File: src/rtl/seq_pattern_tx.sv
// rtl/seq_pattern_tx.sv - serial MSB-first pattern transmitter with repeats and idle gaps
// Optional abort/aborted ports when SEQ_TX_ABORT_EN is defined.
module seq_pattern_tx #(
  parameter int PAT_W = 4,
  parameter int CNT_W = 8,
  parameter int GAP_W = 4
) (
  input  logic             clk,
  input  logic             reset,
  input  logic             start,
  input  logic [PAT_W-1:0] pattern,
  input  logic [CNT_W-1:0] repeat_cnt,
  input  logic [GAP_W-1:0] gap_len,
`ifdef SEQ_TX_ABORT_EN
  input  logic             abort,
  output logic             aborted,
`endif
  output logic             dout,
  output logic             bit_valid,
  output logic             busy,
  output logic             done
);

  localparam int BIT_W = (PAT_W > 1) ? $clog2(PAT_W) : 1;
  localparam logic [BIT_W-1:0] TOP_IDX = BIT_W'(PAT_W - 1);

  typedef enum logic [1:0] {IDLE, SHIFT, GAP, DONE} state_t;

  state_t             state, state_n;
  logic [PAT_W-1:0]   pat_q, pat_n;
  logic [CNT_W-1:0]   reps_q, reps_n;
  logic [GAP_W-1:0]   gap_q, gap_n;
  logic [GAP_W-1:0]   gap_cnt, gap_cnt_n;
  logic [BIT_W-1:0]   bit_idx, bit_idx_n;
  logic               dout_n, bit_valid_n, busy_n, done_n;
`ifdef SEQ_TX_ABORT_EN
  logic               aborted_n;
`endif

  always_ff @(posedge clk) begin
    if (reset) begin
      state     <= IDLE;
      pat_q     <= '0;
      reps_q    <= '0;
      gap_q     <= '0;
      gap_cnt   <= '0;
      bit_idx   <= '0;
      dout      <= 1'b0;
      bit_valid <= 1'b0;
      busy      <= 1'b0;
      done      <= 1'b0;
`ifdef SEQ_TX_ABORT_EN
      aborted   <= 1'b0;
`endif
    end else begin
      state     <= state_n;
      pat_q     <= pat_n;
      reps_q    <= reps_n;
      gap_q     <= gap_n;
      gap_cnt   <= gap_cnt_n;
      bit_idx   <= bit_idx_n;
      dout      <= dout_n;
      bit_valid <= bit_valid_n;
      busy      <= busy_n;
      done      <= done_n;
`ifdef SEQ_TX_ABORT_EN
      aborted   <= aborted_n;
`endif
    end
  end

  // Outputs are computed one cycle ahead so the registered values line up with the state entered.
  always_comb begin
    state_n     = state;
    pat_n       = pat_q;
    reps_n      = reps_q;
    gap_n       = gap_q;
    gap_cnt_n   = gap_cnt;
    bit_idx_n   = bit_idx;
    dout_n      = 1'b0;
    bit_valid_n = 1'b0;
    busy_n      = 1'b0;
    done_n      = 1'b0;
`ifdef SEQ_TX_ABORT_EN
    aborted_n   = 1'b0;
`endif
    case (state)
      IDLE: begin
        if (start) begin
          pat_n       = pattern;
          reps_n      = repeat_cnt;
          gap_n       = gap_len;
          state_n     = SHIFT;
          bit_idx_n   = TOP_IDX;
          dout_n      = pattern[PAT_W-1];
          bit_valid_n = 1'b1;
          busy_n      = 1'b1;
        end
      end
      SHIFT: begin
        busy_n = 1'b1;
        if (bit_idx != '0) begin
          bit_idx_n   = bit_idx - BIT_W'(1);
          dout_n      = pat_q[bit_idx_n];
          bit_valid_n = 1'b1;
        end else if (reps_q != '0) begin
          reps_n = reps_q - CNT_W'(1);
          if (gap_q != '0) begin
            state_n   = GAP;
            gap_cnt_n = gap_q;
          end else begin
            bit_idx_n   = TOP_IDX;
            dout_n      = pat_q[PAT_W-1];
            bit_valid_n = 1'b1;
          end
        end else begin
          state_n = DONE;
          done_n  = 1'b1;
          busy_n  = 1'b0;
        end
      end
      GAP: begin
        busy_n = 1'b1;
        if (gap_cnt == GAP_W'(1)) begin
          state_n     = SHIFT;
          bit_idx_n   = TOP_IDX;
          dout_n      = pat_q[PAT_W-1];
          bit_valid_n = 1'b1;
        end else begin
          gap_cnt_n = gap_cnt - GAP_W'(1);
        end
      end
      default: begin
        state_n = IDLE;
      end
    endcase
`ifdef SEQ_TX_ABORT_EN
    if (abort && (state == SHIFT || state == GAP)) begin
      state_n     = IDLE;
      dout_n      = 1'b0;
      bit_valid_n = 1'b0;
      busy_n      = 1'b0;
      done_n      = 1'b0;
      aborted_n   = 1'b1;
    end
`endif
  end

endmodule

File: config.mk
export PLATFORM = sky130hd
export DESIGN_NAME = seq_pattern_tx
export DESIGN_NICKNAME = d
export VERILOG_FILES = /design/src/rtl/seq_pattern_tx.sv
export SDC_FILE = /design/constraint.sdc
export NUM_CORES = 1
export LEC_CHECK = 0
export CAP_MARGIN = 20
export CORE_AREA = 2 2 62 64
export DETAILED_ROUTE_END_ITERATION = 7
export DIE_AREA = 0 0 64 66
export PLACE_DENSITY = 0.73
export SYNTH_ARGS = -nofsm -noshare
export SYNTH_HDL_FRONTEND = slang
export SYNTH_SLANG_ARGS = --single-unit
export TNS_END_PERCENT = 100
File: constraint.sdc
create_clock -name clk -period 1.7 [get_ports clk]
set_input_delay 0.255 -clock clk [delete_from_list [all_inputs] [get_ports clk]]
set_output_delay 0.255 -clock clk [all_outputs]
set_load 0.05 [all_outputs]
==> flow_summary.toml <==
[yosys]
synth_top_family_by_area = "compound AO/OA/AOI/OAI gates"
yosys.area_share.simple_pct = 24.5
synthAdderAreaFrac_pct = 3.75
syn_avg_cell_area_um2 = 8.69
ys_types = 54
synth_compound_area_share_pct = 26.0
synth-seq-cells = 28
synth_area_um2 = 1670
async_flop_share_pct = 0
synth-main-ff-cell = "dfxtp_1"
synth_edf_count = 0
synth_xor_area_share_pct = 0
syn-num-nets = 216
synth_mux_area_share_pct = 6.00
synth_seq_area_share_pct = 33.6
yosysWarnings = 0
syn_inst = 192

[critical_path]
cp.required_ns = 1.97
critPathLaunchType = "register"
crit_arrival_ns = 1.97
path_class = "reg2reg"
cp_max_fo = 5
end_kind = "register"

[timing]
rsz0062_at_grt = "true"
min_period_over_period_pct = 100
fmax_mhz = 587
skew_ns = 0.00258
fin_ws_ns = -0.00257
setup_viol = 1
fin_hold_ws_ns = 0.493
slew_violations = 0
worstMarginPinSlew_ns = 0.476
max_slew_margin_pct = 67.9
period_needed_ns = 1.70
hold_viol_final = 0

[route]
drtIter0Drc = 99
wirelength_mm = 4.08
drc = 0
vias = 1597
drt.antenna.violating_nets = 0
vias_per_cell = 5.60
wl_per_cell_um = 14.3
first_pass_iters = 4

[floorplan]
die_area_um2 = 4220
die_h_um = 66
core_um2 = 3550
rows = 22
start_util_pct = 47.0
die_width_um = 64
pin_count = 23

[clock_tree]
clockRootBuffer = "clkbuf_4"
cts_buffers = 3
path_clk_slew_ns = 0.16
clock-sinks = 28
cts.htree.levels = 1
cts-hold-fix-buffers = 0
clockBufferDepth = 2
clkLatencyLatePin_ns = 0.34
tritoncts = "built"

[placement]
io_buffer_count = 22
hpwl_mm = 2.95
place_congestion = 0.902

[finish]
fin_util_pct = 65.4
final_cell_mix = "buf_4 (29), dfxtp_1 (22), nor2_1 (20)"
syn2layout_area_growth_pct = 39.1
drive_gt1_share_pct = 30.8
n_antenna_cell = 0
nets = 262
final_common_cell = "buf_4"

[hold_path]
hp-class = "reg2reg"

[power_and_ir_drop]
p_int_mw = 2.61
pwr_density_cell_nw_per_um2 = 1950
p_sw_mw = 1.92
power_frac_clock_pct = 9.9
sw_frac_of_total_pct = 42.4
seqPwrFrac_pct = 24.2
vdd_drop_max_uv = 1060
p_comb_share_pct = 65.8
leakage_nw = 0.884

[global_route]
antenna_found_initial = 0
grt_pass1_vias = 1441
overflow = 0
grt_max_degree = 17
track_usage_pct = 19.7
grt_first_pass_wirelength_mm = 6.58

[flow_run]
cap_viol_max_count = 0

[run_status]
status = "finished, violations left"
failed_checks = "setup timing"
## flip-flops by register name, indices dropped and copies added, names as in the netlist
name,flops
reps_q,8
gap_cnt,4
gap_q,4
pat_q,4
bit_idx,2
state,2
bit_valid,1
busy,1
done,1
dout,1
## stage by stage
step | instances | TNS [ns] | power [mW] | setup slack (ns) | cell area, µm²
floorplan | 192 | 0 | 2.77 | 0.00639 | 1670
global placement | 280 | -0.471 | 3.67 | -0.0634 | 2120
detailed placement | 280 | -0.667 | 3.69 | -0.116 | 2120
CTS | 284 | -0.0207 | 4.29 | -0.0116 | 2230
global route | 285 | -0.196 | 4.83 | -0.0659 | 2320
finish | 285 | -0.00257 | 4.53 | -0.00257 | 2320
## cells in the mapped netlist (3+ instances only)
cell       n  area [µm²]
a211oi_2   3        37.5
a21oi_1   15        75.1
a221oi_1   3        26.3
and2_1     4        25.0
clkbuf_1   5        18.8
dfxtp_1   28         561
ha_1       5        62.6
inv_1      9        33.8
mux2i_1   10         100
nand2_1   10        37.5
nand2b_1   3        18.8
nand3b_1   4        30.0
nor2_1    20        75.1
nor2b_1    4        25.0
nor3_1     5        25.0
nor3b_1    3        22.5
o21ai_0   11        55.1
o21ai_1    4        20.0
## power groups by stage
stage,combinational (mW),clock (mW),sequential (mW)
floorplan,1.62,0,1.14
global placement,2.62,0,1.05
detailed placement,2.64,0,1.05
CTS,2.78,0.454,1.05
global route,3.24,0.468,1.13
finish,2.99,0.449,1.10
## logic make-up (layout without fill, tap and decap cells)
kind of cell,after synthesis,count (layout)
AO/OA/AOI/OAI,59,59
adder cells (fa/ha/maj),5,5
buffers and inverters,20,65
flip-flops,28,28
multiplexers,10,10
AND/OR/NAND/NOR,70,70
## worst paths after layout
path         depth (start not counted)                     from  slack (ns)                       to
max                                  6  gap_cnt[1]$_SDFFE_PP0P_      -0.003  bit_idx[1]$_SDFFE_PP0P_
max reg2reg                          6  gap_cnt[1]$_SDFFE_PP0P_      -0.003  bit_idx[1]$_SDFFE_PP0P_
min                                  2  bit_idx[0]$_SDFFE_PP0P_        0.49  bit_idx[0]$_SDFFE_PP0P_
min reg2reg                          2  bit_idx[0]$_SDFFE_PP0P_        0.49  bit_idx[0]$_SDFFE_PP0P_
## repair_timing
action | in CTS | in global routing
buffers inserted | 0 | 1
pin swaps | 4 | 6
endpoints found under the setup margin | 13 | 13
resized for setup | 20 | 18
## worst max-delay path, stage by stage (launching register included)
cell and delay, ns:
dfxtp_2 0.35, inv_2 0.06, ha_4 0.11, or3b_4 0.39
a22o_4 0.27, or2_1 0.22, a221oi_2 0.23
## layout make-up
class	instances	area, µm²
Fill cell	289	1230
Tap cell	48	60.1
Sequential cell	28	568
Clock inverter	1	30.0
Clock buffer	3	22.5
Inverter	9	38.8
Multi-Input combinational cell	144	1140
Timing Repair Buffer	52	464
## layer usage
metal  GRT usage [%]  share of wire, %
met1            26.9                47
met2            32.8                48
met3            1.53               3.0
met4            6.52               1.5
met5               0                 0
Power figures use the tool's default switching activity.
